<file path="config.mk">
export PLATFORM = sky130hd
export DESIGN_NAME = isqrt_seq_param
export DESIGN_NICKNAME = d
export VERILOG_FILES = /design/src/rtl/isqrt_seq_param.sv
export SDC_FILE = /design/constraint.sdc
export NUM_CORES = 1
export LEC_CHECK = 0
export BUFFER_PORTS_ARGS = -buffer_cell sky130_fd_sc_hd__buf_4
export CORE_MARGIN = 10
export CORE_UTILIZATION = 61
export DETAILED_ROUTE_END_ITERATION = 7
export HOLD_SLACK_MARGIN = 0.02
export PLACE_DENSITY = 0.95
export SLEW_MARGIN = 10
export SYNTH_ARGS = -nofsm -noshare
export SYNTH_HDL_FRONTEND = slang
export SYNTH_SLANG_ARGS = --single-unit
</file>
<file path="constraint.sdc">
create_clock -name clk -period 5.1 [get_ports clk]
set_input_delay 1.02 -clock clk [delete_from_list [all_inputs] [get_ports clk]]
set_output_delay 1.02 -clock clk [all_outputs]
set_load 0.01 [all_outputs]
</file>
<file path="src/rtl/isqrt_seq_param.sv">
// rtl/isqrt_seq_param.sv - sequential digit-by-digit integer square root, BITS_PER_CYCLE root bits per clock
module isqrt_seq_param #(
  parameter int IN_W           = 16,
  parameter int BITS_PER_CYCLE = 1
) (
  input  logic                clk,
  input  logic                rst_n,
  input  logic                start_i,
  input  logic                abort_i,
  input  logic [IN_W-1:0]     radicand_i,
  output logic                busy_o,
  output logic                done_o,
  output logic [IN_W/2-1:0]   root_o,
  output logic [IN_W/2:0]     rem_o
);

  localparam int OUT_W  = IN_W / 2;
  localparam int N_ITER = OUT_W / BITS_PER_CYCLE;
  localparam int CNT_W  = $clog2(N_ITER + 1);

  typedef enum logic [1:0] {IDLE, CALC, DONE} state_t;

  state_t             state, state_nxt;
  logic [IN_W-1:0]    rad_q, rad_nxt;
  logic [OUT_W-1:0]   q_q, q_nxt;
  logic [OUT_W+1:0]   r_q, r_nxt;
  logic [CNT_W-1:0]   cnt_q;
  logic               accept;
  logic               last_iter;

  assign accept    = start_i && ((state == IDLE) || (state == DONE));
  assign last_iter = (cnt_q == CNT_W'(N_ITER - 1));

  // One clock's worth of root digits, chained combinationally.
  always_comb begin
    r_nxt   = r_q;
    q_nxt   = q_q;
    rad_nxt = rad_q;
    for (int b = 0; b < BITS_PER_CYCLE; b++) begin
      r_nxt = {r_nxt[OUT_W-1:0], rad_nxt[IN_W-1 -: 2]};
      if (r_nxt >= {q_nxt, 2'b01}) begin
        r_nxt = r_nxt - {q_nxt, 2'b01};
        q_nxt = {q_nxt[OUT_W-2:0], 1'b1};
      end else begin
        q_nxt = {q_nxt[OUT_W-2:0], 1'b0};
      end
      rad_nxt = {rad_nxt[IN_W-3:0], 2'b00};
    end
  end

  always_ff @(posedge clk or negedge rst_n) begin
    if (!rst_n) state <= IDLE;
    else        state <= state_nxt;
  end

  always_comb begin
    state_nxt = state;
    busy_o    = 1'b0;
    done_o    = 1'b0;
    case (state)
      IDLE: if (start_i) state_nxt = CALC;
      CALC: begin
        busy_o = 1'b1;
        if (abort_i)        state_nxt = IDLE;
        else if (last_iter) state_nxt = DONE;
      end
      DONE: begin
        done_o    = 1'b1;
        state_nxt = start_i ? CALC : IDLE;
      end
      default: state_nxt = IDLE;
    endcase
  end

  // Results load only on the final iteration, so they hold through the next computation.
  always_ff @(posedge clk or negedge rst_n) begin
    if (!rst_n) begin
      rad_q  <= '0;
      q_q    <= '0;
      r_q    <= '0;
      cnt_q  <= '0;
      root_o <= '0;
      rem_o  <= '0;
    end else if (accept) begin
      rad_q <= radicand_i;
      q_q   <= '0;
      r_q   <= '0;
      cnt_q <= '0;
    end else if (state == CALC && !abort_i) begin
      rad_q <= rad_nxt;
      q_q   <= q_nxt;
      r_q   <= r_nxt;
      cnt_q <= cnt_q + CNT_W'(1);
      if (last_iter) begin
        root_o <= q_nxt;
        rem_o  <= r_nxt[OUT_W:0];
      end
    end
  end

endmodule

</file>
# Yosys cells after proc, flatten, opt, wreduce, memory -nomap -nowiden
# Cells that the tools add are included.
# W data, S select, Z words.
[totals] reg_bits=55 n_memories=0 wordCells=41 output_inout_bits=19 latchBits=0 inputBits=20 mem_bits_rw=0 rom_bits=0
[op_classes] eq_ne=5 reduce_logical=8 bitwise_logic=1 muxes=17 n_mul=0 shift=0 order_cmp=1 n_div=0 n_addsub=2
[ops] cell="$mux W16" n=2
[ops] cell="$mux W8" n=4
[ops] cell="$ge A10 B10 Y1" n=1
[ops] cell="$mux W9" n=1
[ops] cell="$sub A9 B9 Y9" n=1
[ops] cell="$mux W4" n=2
[ops] cell="$mux W2" n=3
[ops] cell="$pmux W2 S3" n=1
[ops] cell="$add A4 B1 Y4 const B" n=1
[ops] cell="$eq A4 B3 Y1 const B" n=1
[ops] cell="$mux W1" n=4
[ops] cell="$ne A3 B3 Y1 const B" n=1
[ops] cell="$reduce_and A3 Y1" n=1
[ops] cell="$eq A2 B1 Y1 const B" n=1
[ops] cell="$eq A2 B2 Y1 const B" n=1
[ops] cell="$logic_and A1 B1 Y1" n=2
[ops] cell="$logic_not A2 Y1" n=1
[ops] cell="$ne A2 B2 Y1 const B" n=1
[ops] cell="$reduce_and A2 Y1" n=1
[ops] cell="$reduce_bool A2 Y1" n=1
[ops] cell="$logic_not A1 Y1" n=1
[ops] cell="$logic_or A1 B1 Y1" n=1
[ops] cell="$not A1 Y1" n=1

# Logic depth before layout (Yosys ltp)
[logic_depth] depth_word=5 depth_mapped=9 mapped_depth_nobuf=8

# Worst setup path before layout
# OpenSTA, ideal clock, no wires.
[synth_timing] kind="register -> register" from="register q_q[5]" to="register rem_o[2]" synth_period_minus_slack_ns=2.074 slack_ns=3.026 stages_incl_launch_ff=10 n_path_buf=1 setup_time_ns=0.132 required_time_ns=4.968 t_arrival_ns=1.942 path_cell_list="dfrtp_1 inv_1 ha_1 a21o_1 a21o_1 a211o_1 a21oi_2 buf_6 mux2i_1 o21ai_1"
[synth_between] elab_chain_cells=2
[synth_rtl] element="start: declaration" line_no="25" source="logic [OUT_W-1:0] q_q, q_nxt;"
[synth_rtl] element="start signal: assignment" line_no="91" source="q_q <= q_nxt;"
[synth_rtl] element="$ge A10 B10 Y1" line_no="41" source="if (r_nxt >= {q_nxt, 2'b01}) begin"
[synth_rtl] element="$mux W9" line_no="41"
[synth_rtl] element="end signal: assignment" line_no="96" source="rem_o <= r_nxt[OUT_W:0];"
[synth_rtl] element="end: declaration" line_no="14" source="output logic [IN_W/2:0] rem_o"
# No other way between the ends.
# A chain may end at the register's enable or synchronous reset.

# Worst setup path after layout
[layout_timing] from="register q_q[5]" to="register rem_o[1]"
# Same word-level chain as after synthesis.

==> results.yml <==
setup_path:
  critPathSlowestCell: "a21oi_2"
  path_cells: "inv_1 > ha_1 > a21o_1 > a21o_1 > a211o_1 > a21oi_2 > mux2_2 > o21ai_0"
  crit_top_cell: "a21o_1"
  worstPathBufferInverterCount: 1
  crit_type: "register to register"
  crit_path_start_kind: "register"
  cp.arrival_ns: 2.91
  cp-end-kind: "register"
  cp_data_required_time_ns: 5.31
  max_stage_delay_ns: 0.57
  critPathMaxFanout: 12
  path_delay_family: "compound AO/OA/AOI/OAI gates"
pwr:
  vdd_ir_drop_max_mv: 0.315
  p_leak_nw: 1.47
  power_density_mw_per_mm2: 517
run_status:
  outcome: "finished clean"
detailed_routing:
  vias: 2018
  wl_per_cell_um: 15.0
  via_per_inst: 5.59
  drc: 0
  dr.pass1.iters: 4
  met3WireLength_um: 449
  drtIter0Drc: 110
  wl_um: 5410
  wl_met1_um: 2350
  top_layer_used: "met4"
  wl_met2_um: 2520
  ant_nets: 0
logic_synthesis:
  syn-cell-area_mm2: 0.00261
  yosysWarnings: 0
  synth_edf_count: 0
  synth_cells: 278
  async_reset_ff_frac: 1.00
  synthFlopType: "dfrtp_1"
  synth-adder-area-share: 0.0527
  synth_cell_types: 32
  yosys.area_share.simple: 0.165
  synth_compound_area_frac: 0.153
  synth_top_family_by_area: "simple AND/OR/NAND/NOR gates"
  synthMuxAreaShare: 0.0273
  synth-xor-area-share: 0.0335
  synth_seq_cells: 55
  syn_area_per_cell_um2: 9.39
  synth_fp_nets: 309
  ys_seq_area_frac: 0.527
floorplan:
  die_x_um: 85.4
  rows: 23
  core-area_mm2: 0.00406
  die_area_mm2: 0.00730
  die_h_um: 85.4
  start_util: 0.644
  ioPinCount: 39
global_routing:
  grt_pass1_vias: 1953
  grt_pass1_wl_um: 9150
  grt.total_usage: 0.151
  antenna_found_initial: 0
  grt_start_max_net_pins: 56
  overflow: 0
finish:
  fin_nets: 341
  syn_to_final_growth_pct: 14.6
  diodes: 0
  layout-drive-gt1-share: 0.158
  final_core_util: 0.738
sta:
  tns_ns: 0
  finalSetupViolations: 0
  final_hold_viol_count: 0
  fin_crit_ns: 2.71
  slew_headroom: 0.334
  maxSlewViolCount: 0
  final.period_utilization: 0.531
  skew_ns: 0.0111
  fmax_mhz: 369
  rsz0062_at_grt: "false"
  tightest_slew_ns: 0.999
clock_tree:
  clk_latency_ns: 0.31
  root_buffer: "clkbuf_8"
  cts_num_sinks: 55
  hold_buffers: 0
  numCtsBuffers: 5
  cts_tree: "yes"
  postCtsSetupBuffers: 0
  cts_htree_levels: 2
  clock_path_buffers: 2
  post_cts_resize_count: 0
  path_clk_slew_ns: 0.10
placed_design:
  io_buffers: 38
  hpwlAfterDp_um: 3890
  globalplace.congestion: 0.881
job:
  cap_violations: 0
worst_hold_path:
  hold_path.class: "register to register"
final cells by class:
class                   count  area [µm²]
flip-flops and latches     55        1380
clock buffers               6        72.6
multi-input cells         197        1130
fillers                   301        1060
inverters                  11        41.3
clock inverters             2        12.5
repair buffers             40         300
well taps                  50        62.6
logic make-up after synthesis:
group,count (synthesis)
compound gates,67
xor+xnor,10
flops,55
simple gates,102
mux,7
buf+inv,26
fa+ha+maj,11
where the power goes:
group          total, mW  internal, mW  switching [mW]
Combinational      0.740         0.320           0.421
Sequential         0.574         0.516          0.0582
Clock              0.233        0.0963           0.137
Total               1.55         0.932           0.616
routing by layer:
| metal | track usage | vias to the layer above |
|---|---|---|
| li1 | - | 1002 |
| met1 | 0.181 | 956 |
| met2 | 0.240 | 53 |
| met3 | 0.0641 | 7 |
| met4 | 0.0464 | 0 |
| met5 | 0 | - |
Yosys cell counts, types with 2 or more instances:
library cell / count / share of area
a21o_1: 3 / 0.0086
buf_2: 2 / 0.0038
a21oi_1: 12 / 0.023
o31ai_1: 2 / 0.0057
nor3_1: 3 / 0.0057
nor2b_1: 5 / 0.012
a31oi_1: 2 / 0.0048
nand2_1: 67 / 0.096
nand3_1: 11 / 0.021
mux2i_1: 6 / 0.023
nor2_1: 10 / 0.014
a22oi_1: 12 / 0.035
xor2_1: 5 / 0.017
o21ai_0: 17 / 0.033
buf_1: 2 / 0.0029
xnor2_1: 5 / 0.017
nand2b_1: 3 / 0.0072
dfrtp_1: 55 / 0.53
ha_1: 11 / 0.053
inv_1: 11 / 0.016
clkbuf_1: 10 / 0.014
o21ai_1: 14 / 0.027
stage by stage:
stage               cell area [µm²]  instances  total power [mW]  hold WS (ns)  worst slack [ns]
floorplan                      2610        278              1.18         0.446              3.03
global placement               2910        353              1.28         0.460              2.55
detailed placement             2910        353              1.31         0.465              2.42
CTS                            2990        361              1.55         0.487              2.39
global route                   2990        361              1.67         0.510              2.22
finish                         2990        361              1.55         0.484              2.39
flip-flops by register name, summed over array words and instances (netlist names):
register  flops
cnt_q         4
q_q           8
r_q           8
rad_q        16
rem_o         9
root_o        8
state         2
path summary, 6_finish.rpt:
path                                start   endpoint  slack, ns  depth (start not counted)
worst min register to register  rad_q[13]  rad_q[13]       0.48                          2
min in group asynchronous           rst_n  root_o[6]       0.74                          1
worst max-delay path               q_q[5]   rem_o[1]       2.39                          8
worst min-delay path            rad_q[13]  rad_q[13]       0.48                          2
worst max register to register     q_q[5]   rem_o[1]       2.39                          8
max in group asynchronous           rst_n   rem_o[1]       3.91                          1
layout by cell type, fill, tap and decap left out:
cell,netlist,routed
a211o_1,1,1
a21o_1,3,3
a21oi_1,12,12
a21oi_2,1,1
a221o_1,1,1
a22oi_1,12,12
a31oi_1,2,2
buf_4,0,40
clkbuf_1,10,1
clkbuf_8,0,5
clkinv_2,0,1
clkinvlp_4,0,1
dfrtp_1,55,55
ha_1,11,11
inv_1,11,11
mux2_2,1,1
mux2i_1,6,6
nand2_1,67,67
nand2b_1,3,3
nand3_1,11,11
nand4_1,1,1
nor2_1,10,10
nor2b_1,5,5
nor3_1,3,3
nor4_1,1,1
o211a_1,1,1
o21a_1,1,1
o21ai_0,17,17
o21ai_1,14,14
o31ai_1,2,2
or3b_1,1,1
xnor2_1,5,5
xor2_1,5,5
worst reg2reg max path, delay by kind of cell (launching register included):
family,cells,cell delay (ns)
AOI/OAI and AO/OA,5,1.40
muxes,1,0.42
DFF,1,0.38
adders and majority gates,1,0.33
buffers and inverters,1,0.06
Power figures use the tool's default switching activity.
